## src/rtl/dsp_voice_envelope.sv

```systemverilog
// rtl/dsp_voice_envelope.sv - per-voice ADSR envelope, sample gain and stereo volume stage
// Optional output saturation: define DSP_ENV_SATURATE_EN (otherwise the volume stage wraps).
module dsp_voice_envelope #(
    parameter logic [10:0] ENV_MAX     = 11'h7FF,
    parameter int          RELEASE_DEC = 8
) (
    input  logic               clock,
    input  logic               reset,
    input  logic               sample_tick,
    input  logic signed [15:0] sample_in,
    input  logic               voice_end,
    input  logic               key_on,
    input  logic               key_off,
    input  logic        [3:0]  attack_rate,
    input  logic        [2:0]  decay_rate,
    input  logic        [2:0]  sustain_level,
    input  logic        [4:0]  sustain_rate,
    input  logic signed [7:0]  volume_left,
    input  logic signed [7:0]  volume_right,
    output logic signed [15:0] out_left,
    output logic signed [15:0] out_right,
    output logic               out_valid,
    output logic        [10:0] envelope,
    output logic        [2:0]  env_state
);

    typedef enum logic [2:0] {
        ST_IDLE    = 3'd0,
        ST_ATTACK  = 3'd1,
        ST_DECAY   = 3'd2,
        ST_SUSTAIN = 3'd3,
        ST_RELEASE = 3'd4
    } state_t;

    localparam logic signed [11:0] REL_DEC = 12'(RELEASE_DEC);

    state_t             r_state;
    logic        [10:0] r_env;
    logic        [4:0]  r_cnt;
    logic               r_v1;
    logic signed [15:0] r_s1;
    logic signed [15:0] r_out_l;
    logic signed [15:0] r_out_r;
    logic               r_out_v;

    logic signed [11:0] w_env_s;
    logic signed [11:0] w_exp_dec;
    logic signed [11:0] w_exp_res;
    logic        [10:0] w_exp_env;
    logic        [11:0] w_att_sum;
    logic signed [11:0] w_rel_res;
    logic        [11:0] w_sus_thr;
    logic        [4:0]  w_period_m1;
    logic               w_fire;
    logic signed [27:0] w_prod1;
    logic signed [23:0] w_prod_l;
    logic signed [23:0] w_prod_r;

    assign w_env_s   = signed'({1'b0, r_env});
    // Exponential decay: subtract roughly 1/256 of the level, at least 1 while nonzero.
    assign w_exp_dec = ((w_env_s - 12'sd1) >>> 8) + 12'sd1;
    assign w_exp_res = w_env_s - w_exp_dec;
    assign w_exp_env = (w_exp_res < 12'sd0) ? 11'd0 : w_exp_res[10:0];
    assign w_att_sum = {1'b0, r_env} + ((attack_rate == 4'd15) ? 12'd1024 : 12'd32);
    assign w_rel_res = w_env_s - REL_DEC;
    assign w_sus_thr = {({1'b0, sustain_level} + 4'd1), 8'h00};

    always_comb begin
        w_period_m1 = 5'd0;
        case (r_state)
            ST_ATTACK:  w_period_m1 = 5'd15 - {1'b0, attack_rate};
            ST_DECAY:   w_period_m1 = 5'd7 - {2'b00, decay_rate};
            ST_SUSTAIN: w_period_m1 = 5'd31 - sustain_rate;
            default:    w_period_m1 = 5'd0;
        endcase
    end

    assign w_fire   = (r_cnt == w_period_m1);
    assign w_prod1  = sample_in * w_env_s;
    assign w_prod_l = r_s1 * volume_left;
    assign w_prod_r = r_s1 * volume_right;

    function automatic logic signed [15:0] scale_out(input logic signed [23:0] p);
`ifdef DSP_ENV_SATURATE_EN
        if (p[23:21] != {3{p[23]}})
            return p[23] ? 16'sh8000 : 16'sh7FFF;
        return 16'(p >>> 6);
`else
        return 16'(p >>> 6);
`endif
    endfunction

    always_ff @(posedge clock) begin
        if (reset) begin
            r_state <= ST_IDLE;
            r_env   <= 11'd0;
            r_cnt   <= 5'd0;
            r_v1    <= 1'b0;
            r_s1    <= 16'sd0;
            r_out_l <= 16'sd0;
            r_out_r <= 16'sd0;
            r_out_v <= 1'b0;
        end else begin
            // Gain stage uses the envelope as it stood before this tick's step.
            r_v1    <= sample_tick;
            r_out_v <= r_v1;
            if (sample_tick)
                r_s1 <= 16'(w_prod1 >>> 11);
            if (r_v1) begin
                r_out_l <= scale_out(w_prod_l);
                r_out_r <= scale_out(w_prod_r);
            end

            if (key_on) begin
                r_env   <= 11'd0;
                r_state <= ST_ATTACK;
                r_cnt   <= 5'd0;
            end else if (voice_end && r_state != ST_IDLE) begin
                r_env   <= 11'd0;
                r_state <= ST_IDLE;
                r_cnt   <= 5'd0;
            end else if (key_off && (r_state == ST_ATTACK || r_state == ST_DECAY ||
                                     r_state == ST_SUSTAIN)) begin
                r_state <= ST_RELEASE;
                r_cnt   <= 5'd0;
            end else if (sample_tick) begin
                case (r_state)
                    ST_ATTACK: begin
                        if (w_fire) begin
                            r_cnt <= 5'd0;
                            if (w_att_sum >= 12'h7E0) begin
                                r_env   <= ENV_MAX;
                                r_state <= ST_DECAY;
                            end else begin
                                r_env <= w_att_sum[10:0];
                            end
                        end else begin
                            r_cnt <= r_cnt + 5'd1;
                        end
                    end
                    ST_DECAY: begin
                        if (w_fire) begin
                            r_cnt <= 5'd0;
                            r_env <= w_exp_env;
                            if ({1'b0, w_exp_env} <= w_sus_thr)
                                r_state <= ST_SUSTAIN;
                        end else begin
                            r_cnt <= r_cnt + 5'd1;
                        end
                    end
                    ST_SUSTAIN: begin
                        if (sustain_rate == 5'd0) begin
                            r_cnt <= 5'd0;
                        end else if (w_fire) begin
                            r_cnt <= 5'd0;
                            r_env <= w_exp_env;
                        end else begin
                            r_cnt <= r_cnt + 5'd1;
                        end
                    end
                    ST_RELEASE: begin
                        if (w_rel_res <= 12'sd0) begin
                            r_env   <= 11'd0;
                            r_state <= ST_IDLE;
                            r_cnt   <= 5'd0;
                        end else begin
                            r_env <= w_rel_res[10:0];
                        end
                    end
                    default: begin
                        r_env <= 11'd0;
                        r_cnt <= 5'd0;
                    end
                endcase
            end
        end
    end

    assign out_left  = r_out_l;
    assign out_right = r_out_r;
    assign out_valid = r_out_v;
    assign envelope  = r_env;
    assign env_state = r_state;

endmodule
```

## config.mk

```make
export PLATFORM = sky130hd
export DESIGN_NAME = dsp_voice_envelope
export DESIGN_NICKNAME = d
export VERILOG_FILES = /design/src/rtl/dsp_voice_envelope.sv
export SDC_FILE = /design/constraint.sdc
export NUM_CORES = 1
export LEC_CHECK = 0
export CELL_PAD_IN_SITES_DETAIL_PLACEMENT = 0
export CELL_PAD_IN_SITES_GLOBAL_PLACEMENT = 1
export CORE_MARGIN = 5
export CORE_UTILIZATION = 52
export DETAILED_ROUTE_END_ITERATION = 10
export GPL_TIMING_DRIVEN = 0
export PLACE_DENSITY_LB_ADDON = 0.2
export SLEW_MARGIN = 30
export SYNTH_ARGS = -nofsm -noshare
export SYNTH_HDL_FRONTEND = slang
export SYNTH_SLANG_ARGS = --single-unit
```

## constraint.sdc

```tcl
create_clock -name clock -period 11.45 [get_ports clock]
set_clock_uncertainty 0.1 [all_clocks]
set_input_delay 1.145 -clock clock [delete_from_list [all_inputs] [get_ports clock]]
set_output_delay 1.145 -clock clock [all_outputs]
set_load 0.01 [all_outputs]
```

# Word-level counts from Yosys, hierarchy flattened
# Index checks and enable logic that the tools add are counted.
[op_classes]
addsub = 10
multipliers = 3
order_cmp = 4
eq_ne = 22
muxes = 23
n_bitwise = 1
reduce_logical = 19
[ops]
columns = ["operator", "count"]
rows = [
  ["$mux 11", 7],
  ["$mul 16x8->22", 2],
  ["$pmux 11 s4", 1],
  ["$pmux 5 s3", 2],
  ["$mul 16x12->27", 1],
  ["$mux 3", 7],
  ["$reduce_and 7->1", 3],
  ["$mux 5", 3],
  ["$add 11x11->12", 1],
  ["$ge 12x11->1 const B", 1],
  ["$le 11x12->1", 1],
  ["$le 12x1->1 const B", 1],
  ["$lt 12x1->1 const B", 1],
  ["$sub 11x1->12 const B", 1],
  ["$sub 11x4->12 const B", 1],
  ["$sub 12x5->12", 1],
  ["$ne 5x3->1 const B", 2],
  ["$ne 5x4->1 const B", 2],
  ["$pmux 3 s3", 1],
  ["$ne 2x2->1 const B", 4],
  ["$reduce_bool 4->1", 2],
  ["$eq 3x2->1 const B", 2],
  ["$ne 3x1->1 const B", 2],
  ["$ne 3x2->1 const B", 2],
  ["26 further kinds", 31],
]
[totals]
reg_bits = 69
output_inout_bits = 47
wordCells = 92

# Longest topological paths before layout
# Gate-level depths: netlist of the first run.
[depth]
depth_word = 13
depth_mapped = 23
mapped_depth_nobuf = 22

# Worst setup path before layout of the first run
# No wires, ideal clock.
[synth_timing]
path_kind = "input -> register"
startpoint = "input port sample_in[5]"
endpoint = "register r_s1[14]"
arrival_time_ps = 5857
required_ps = 11227
slack_ps = 5370
path_stages = 20
path_buffers = 1
cell_sequence = "clkbuf_1 -> and2_1 -> fa_1 -> inv_1 -> fa_1 -> inv_1 -> fa_1 -> fa_1 -> inv_1 -> fa_1 -> inv_1 -> ha_1 -> a211o_1 -> a211oi_2 -> nor4_4 -> a31oi_2 -> a311oi_4 -> a21oi_1 -> xor2_1 -> o21ai_1"
[synth_between]
elab_chain_cells = 1
[synth_lines]
columns = ["item", "line", "source"]
rows = [
  ["from (decl)", "10", "input logic signed [15:0] sample_in,"],
  ["$mul 16x12->27", "79", "assign w_prod1 = sample_in * w_env_s;"],
  ["to (signal assigned)", "108", "r_s1 <= 16'(w_prod1 >>> 11);"],
  ["to (decl)", "41", "logic signed [15:0] r_s1;"],
]
# Every way passes these cells.
# A chain may end at the register's enable or synchronous reset.

# Worst setup path after layout of the first run
[layout_timing]
startpoint = "register r_env[7] (netlist: envelope[7])"
endpoint = "register r_s1[13]"
[layout_between]
elab_chain_cells = 1
[layout_lines]
columns = ["item", "line", "source"]
rows = [
  ["from (decl)", "38", "logic [10:0] r_env;"],
  ["from (signal assigned)", "135", "r_env <= w_att_sum[10:0];"],
  ["from (signal assigned)", "144", "r_env <= w_exp_env;"],
  ["from (signal assigned)", "156", "r_env <= w_exp_env;"],
  ["$mul 16x12->27", "79", ""],
]
# Every way passes these cells.

==> results.cfg, run 1 <==
[pwr]
vdd.ir_drop.worst_uv = 70.9
p_leak_uw = 0.00963
p_per_area_nw_per_um2 = 38.2

[clocking]
cts.htree.levels = 3
clock_path_buffers = 2
cts.reportedPaths.clkPinSlew_ns = 0.07
tritoncts = done
numCtsBuffers = 9
post-cts-setup-buffers = 0
insertion_delay_ns = 0.36
cts-root-buf = clkbuf_16
ctsResizeCount = 0
cts-hold-fix-buffers = 0
cts.sinks = 69

[run]
maxCapViolCount = 0

[final_layout]
final_cell_mix = inv_1 (461), fa_1 (346), nand2_1 (228), and2_1 (212), ha_1 (155)
final_common_cell = inv_1
antenna_cells = 0
final_util = 0.580
area_delta_synth_final_pct = 10.3
final_nets = 2774
drive_gt1_frac = 0.0184

[global_route]
use_met2 = 0.420
grtUsageMet3 = 0.0280
antenna_found_initial = 0
met1_usage = 0.342
grtUsageTotal = 0.247
grt_max_degree = 13
grt_pass1_wl_um = 76700
grt_pass1_vias = 14800
gr-total-overflow = 0
top_usage_layer = met2

[worst_setup_path]
criticalPathCategory = flip-flop to flip-flop
start_kind = flip-flop
worstPathMaxFanout = 10
r2r_end = r_s1[13]
cp.arrival_ns = 7.46
required_ns = 11.65
critPathCaptureType = flip-flop
setup.worst_path.end = r_s1[13]
ff2ff_path_depth = 22
r2r-start = envelope[7]
rrSetupSlack_ns = 4.19
critical_path.startpoint = envelope[7]

[synth]
synthArstFlopShare = 0
ys_types = 70
syn_nets = 2668
ys.flop_type = dfxtp_1
avgSynthCellArea_um2 = 8.57
synth-seq-cells = 69
synth_edf_count = 0
yosysSeqAreaShare = 0.0763
ys_warn_count = 0
postSynthCellCount = 2114
syn-cell-area_um2 = 18100

[detailed_routing]
wl_per_cell_um = 17.2
finalWirelength_um = 46100
ant_nets = 0
num_vias = 13900
drc = 0
drt_pass1_iterations = 7
drt_first_iter_violations = 675
avgViaCountPerCell = 5.19

[floorplanning]
core_area_um2 = 34500
initial_core_util = 0.526
dieArea_um2 = 38700
die_y_um = 197
fp.dieW_um = 197
ioPinCount = 100
rows = 68

[sta]
rsz0062_at_grt = false
slew_headroom = 0.377
max_freq_mhz = 138
finalCritPeriodShare = 0.634
final-max-slew-violation-count = 0
setup_viol = 0
worst_pin_slew_ns = 0.934
timing.final.hold_violations = 0
fin_setup_tns_ns = 0
min_period_ns = 7.26

[placement]
dp_hpwl_um = 38900
place_congestion = 0.912
io_buffers = 94

[outcome]
status = complete, no violations

[min_path]
hold_class = flip-flop to flip-flop
## flip-flops by register name (all words and copies together) (netlist names)
signal	count
out_valid	1
r_cnt	5
env_state	3
envelope	11
out_left	16
out_right	16
r_s1	16
r_v1	1
## worst max-delay path, cell delays in order, from the launching register on
cell	delay [ns]
dfxtp_1	0.39
clkbuf_1	0.35
clkbuf_1	0.64
clkbuf_1	0.72
nand2_1	0.18
fa_1	0.57
inv_1	0.07
fa_1	0.56
fa_1	0.43
fa_1	0.49
inv_1	0.05
fa_1	0.47
inv_1	0.04
ha_1	0.32
o21ai_0	0.10
a21oi_1	0.14
o22ai_1	0.16
nor4_4	0.33
a31oi_2	0.20
a311oi_4	0.36
xor2_1	0.30
mux2i_1	0.14
nor2_1	0.09
## routing by layer
metal  share of wire  wire length (um)  vias to the layer above
met3           0.048              2230                       55
met1            0.44             20500                     6881
met2            0.48             22400                      360
met5               0                 0                        -
li1                -                 -                     6626
met4           0.022              1030                        0
## cell families after synthesis
group	after synthesis	share of synthesized area
buffers and inverters	554	0.116
adder cells (fa/ha/maj)	501	0.489
XOR/XNOR	84	0.0406
AO/OA/AOI/OAI	214	0.0772
multiplexers	28	0.0155
AND/OR/NAND/NOR	664	0.185
flip-flops	69	0.0763
## synth_stat cells, types with 10 or more instances
cell / n / area share
o21a_1: 11 / 0.0046
a31oi_1: 13 / 0.0045
and3_1: 11 / 0.0038
a21oi_1: 59 / 0.016
nor2_1: 93 / 0.019
o22ai_1: 10 / 0.0035
inv_1: 461 / 0.096
clkbuf_1: 78 / 0.016
mux2i_1: 28 / 0.015
xnor2_1: 56 / 0.027
dfxtp_1: 69 / 0.076
a21o_1: 11 / 0.0046
fa_1: 346 / 0.38
ha_1: 155 / 0.11
o21ai_0: 45 / 0.012
nor3_1: 28 / 0.0077
and2_1: 212 / 0.073
nand2_1: 228 / 0.047
nand2b_1: 41 / 0.014
xor2_1: 28 / 0.014
nor2b_1: 12 / 0.0041
nand3_1: 11 / 0.0030
## worst min-delay path by stage
stage,cells after the start,slack [ns],endpoint,from
3_5_place_dp,2,0.34,out_left[14],out_left[14]
2_1_floorplan,2,0.38,r_cnt[4],r_cnt[4]
4_1_cts,2,0.36,out_left[9],out_left[9]
6_report,2,0.35,out_left[9],out_left[9]
5_1_grt,2,0.39,out_left[1],out_left[1]
3_3_place_gp,2,0.34,out_left[14],out_left[14]
## report_power, final
group          switching, uW  leakage (uW)  internal [uW]  total [uW]
clock                    123      0.000163            213         336
sequential              4.12      0.000560            247         251
combinational            104       0.00891           71.2         175
## final cells by class
cell class	count	area, um^2
multi-input combinational	1491	14600
fill	3180	14500
inverter	462	1730
sequential	69	1380
timing repair buffer	95	948
tap	455	569
buffer	92	368
clock buffer	10	229
clock inverter	6	111
## stage by stage
| stage | hold WS (ns) | power, uW | setup slack [ns] | area (um^2) | std cells |
|---|---|---|---|---|---|
| after detailed placement | 0.343 | 431 | 4.17 | 19600 | 2664 |
| after CTS | 0.357 | 767 | 4.17 | 20000 | 2680 |
| final | 0.352 | 762 | 4.19 | 20000 | 2680 |
| after global routing | 0.394 | 796 | 3.82 | 20000 | 2680 |
| after floorplan | 0.379 | 355 | 5.37 | 18100 | 2114 |
| after global placement | 0.336 | 428 | 4.20 | 19600 | 2663 |
(Power assumes the default switching activity.)
==> run 2: changes to the inputs <==
--- a/config.mk
+++ b/config.mk
@@ -8,7 +8,7 @@
 export CELL_PAD_IN_SITES_DETAIL_PLACEMENT = 0
 export CELL_PAD_IN_SITES_GLOBAL_PLACEMENT = 1
 export CORE_MARGIN = 5
-export CORE_UTILIZATION = 52
+export CORE_UTILIZATION = 49
 export DETAILED_ROUTE_END_ITERATION = 10
 export GPL_TIMING_DRIVEN = 0
 export PLACE_DENSITY_LB_ADDON = 0.2
==> constraint.sdc (replaced) <==
create_clock -name clock -period 7.5 [get_ports clock]
set_clock_uncertainty 0.1 [all_clocks]
set_input_delay 0.75 -clock clock [delete_from_list [all_inputs] [get_ports clock]]
set_output_delay 0.75 -clock clock [all_outputs]
set_load 0.01 [all_outputs]
==> results.cfg, run 2 (synthesis gave the netlist of run 1 again) <==
[outcome]
status = complete, no violations

[worst_setup_path]
ff2ff_path_depth = 22
criticalPathCategory = flip-flop to flip-flop
cp.arrival_ns = 7.20
worstPathMaxFanout = 10
required_ns = 7.69
r2r-start = envelope[8]
critPathCaptureType = flip-flop
rrSetupSlack_ns = 0.49
start_kind = flip-flop
r2r_end = r_s1[13]

[pwr]
p_leak_uw = 0.00961
vdd.ir_drop.worst_uv = 106
p_per_area_nw_per_um2 = 54.9

[final_layout]
fin_cells = 2692
area_delta_synth_final_pct = 10.0
final_common_cell = inv_1
final_cell_mix = inv_1 (461), fa_1 (346), nand2_1 (228), and2_1 (212), ha_1 (155)
final_nets = 2773
drive_gt1_frac = 0.0171

[sta]
max_freq_mhz = 143
rsz0062_at_grt = false
min_period_ns = 7.01
slew_headroom = 0.417
timing.final.hold_violations = 0
fin_setup_tns_ns = 0
fin_ws_ns = 0.491
worst_pin_slew_ns = 0.874
setup_viol = 0
finalCritPeriodShare = 0.935
final-max-slew-violation-count = 0

[detailed_routing]
finalWirelength_um = 47200
num_vias = 13900
avgViaCountPerCell = 5.15
drt_pass1_iterations = 5
ant_nets = 0
drc = 0
wl_per_cell_um = 17.5
drt_first_iter_violations = 679

[clocking]
cts.htree.levels = 3
cts-hold-fix-buffers = 0
numCtsBuffers = 9
cts-root-buf = clkbuf_16
ctsResizeCount = 0
cts.reportedPaths.clkPinSlew_ns = 0.06
clock_path_buffers = 2
insertion_delay_ns = 0.37
cts.sinks = 69
tritoncts = done
post-cts-setup-buffers = 0

[floorplanning]
rows = 70
dieArea_um2 = 40900
core_area_um2 = 36500
die_y_um = 202
ioPinCount = 100
initial_core_util = 0.496
fp.dieW_um = 202

[placement]
placedCellCount = 2676
place_congestion = 0.889
io_buffers = 94
dp_hpwl_um = 39700
dp_slack_ns = 0.338

[run]
maxCapViolCount = 0

[min_path]
worstHoldStart = out_left[14]
hold_class = flip-flop to flip-flop
min_path_cells = 2
worstHoldEndpoint = out_left[14]

[global_route]
grtUsageTotal = 0.240
grt_max_degree = 11
grt_pass1_wl_um = 79100
gr-total-overflow = 0
grt_pass1_vias = 15300
antenna_found_initial = 2
[run 2: changes by cell type in the layout (fill, tap and decap cells not counted), sizes merged]
cell | previous run | this run
clkbuf | 88 | 90
bufinv | 3 | 1
clkinv | 2 | 1
buf | 15 | 14
diode | 0 | 2
clkinvlp | 1 | 0
[run 2: critical path, cell delays in order (launching register included)]
cell      delay (ns)
dfxtp_1         0.38
clkbuf_1        0.37
clkbuf_1        0.53
clkbuf_1        0.63
nand2_1         0.15
fa_1            0.51
inv_1           0.06
fa_1            0.55
fa_1            0.45
fa_1            0.49
inv_1           0.05
fa_1            0.47
inv_1           0.04
ha_1            0.32
o21ai_0         0.11
a21oi_1         0.14
o22ai_1         0.17
nor4_4          0.33
a31oi_2         0.21
a311oi_4        0.36
xor2_1          0.30
mux2i_1         0.13
nor2_1          0.10
[run 2: final cells by class]
| class | instances | area (um^2) |
|---|---|---|
| diodes | 2 | 5.00 |
| plain buffers | 92 | 369 |
| clock buffers | 12 | 246 |
| clock inverters | 2 | 35.0 |
| fillers | 3435 | 16600 |
| inverters | 462 | 1730 |
| multi-input cells | 1491 | 14600 |
| flip-flops and latches | 69 | 1380 |
| well taps | 468 | 586 |
| repair buffers | 94 | 941 |
[run 2: per-stage QoR]
step	cell area [um^2]	total power, uW	util	hold slack, ns
final	19900	1090	0.546	0.357
after global routing	19900	1150	0.546	0.388
after CTS	19900	1100	0.545	0.366
after detailed placement	19600	658	0.538	0.350
after global placement	19600	655	0.538	0.337
after floorplan	18100	543	-	0.379
[run 2: worst max path at each step]
stage                 from  endpoint  slack (ns)  cells after the start
3_3_place_gp   envelope[7]  r_s1[13]        0.40                     22
6_report       envelope[8]  r_s1[13]        0.49                     22
5_1_grt        envelope[8]  r_s1[13]        0.17                     22
4_1_cts        envelope[7]  r_s1[13]        0.29                     22
2_1_floorplan  envelope[7]  r_s1[14]        1.75                     22
3_5_place_dp   envelope[7]  r_s1[13]        0.34                     22
[run 2: layer usage]
layer  global-route usage  up-vias  share of wire
li1                     -     6626              -
met1                0.324     6892           0.46
met2                0.408      276           0.48
met3               0.0302       60          0.039
met4               0.0660        0          0.025
met5                    0        -              0
[run 2: report_power, final]
group	internal, uW	switching [uW]	leakage [uW]
logic	108	160	0.00891
registers	377	5.86	0.000560
clock network	263	180	0.000139
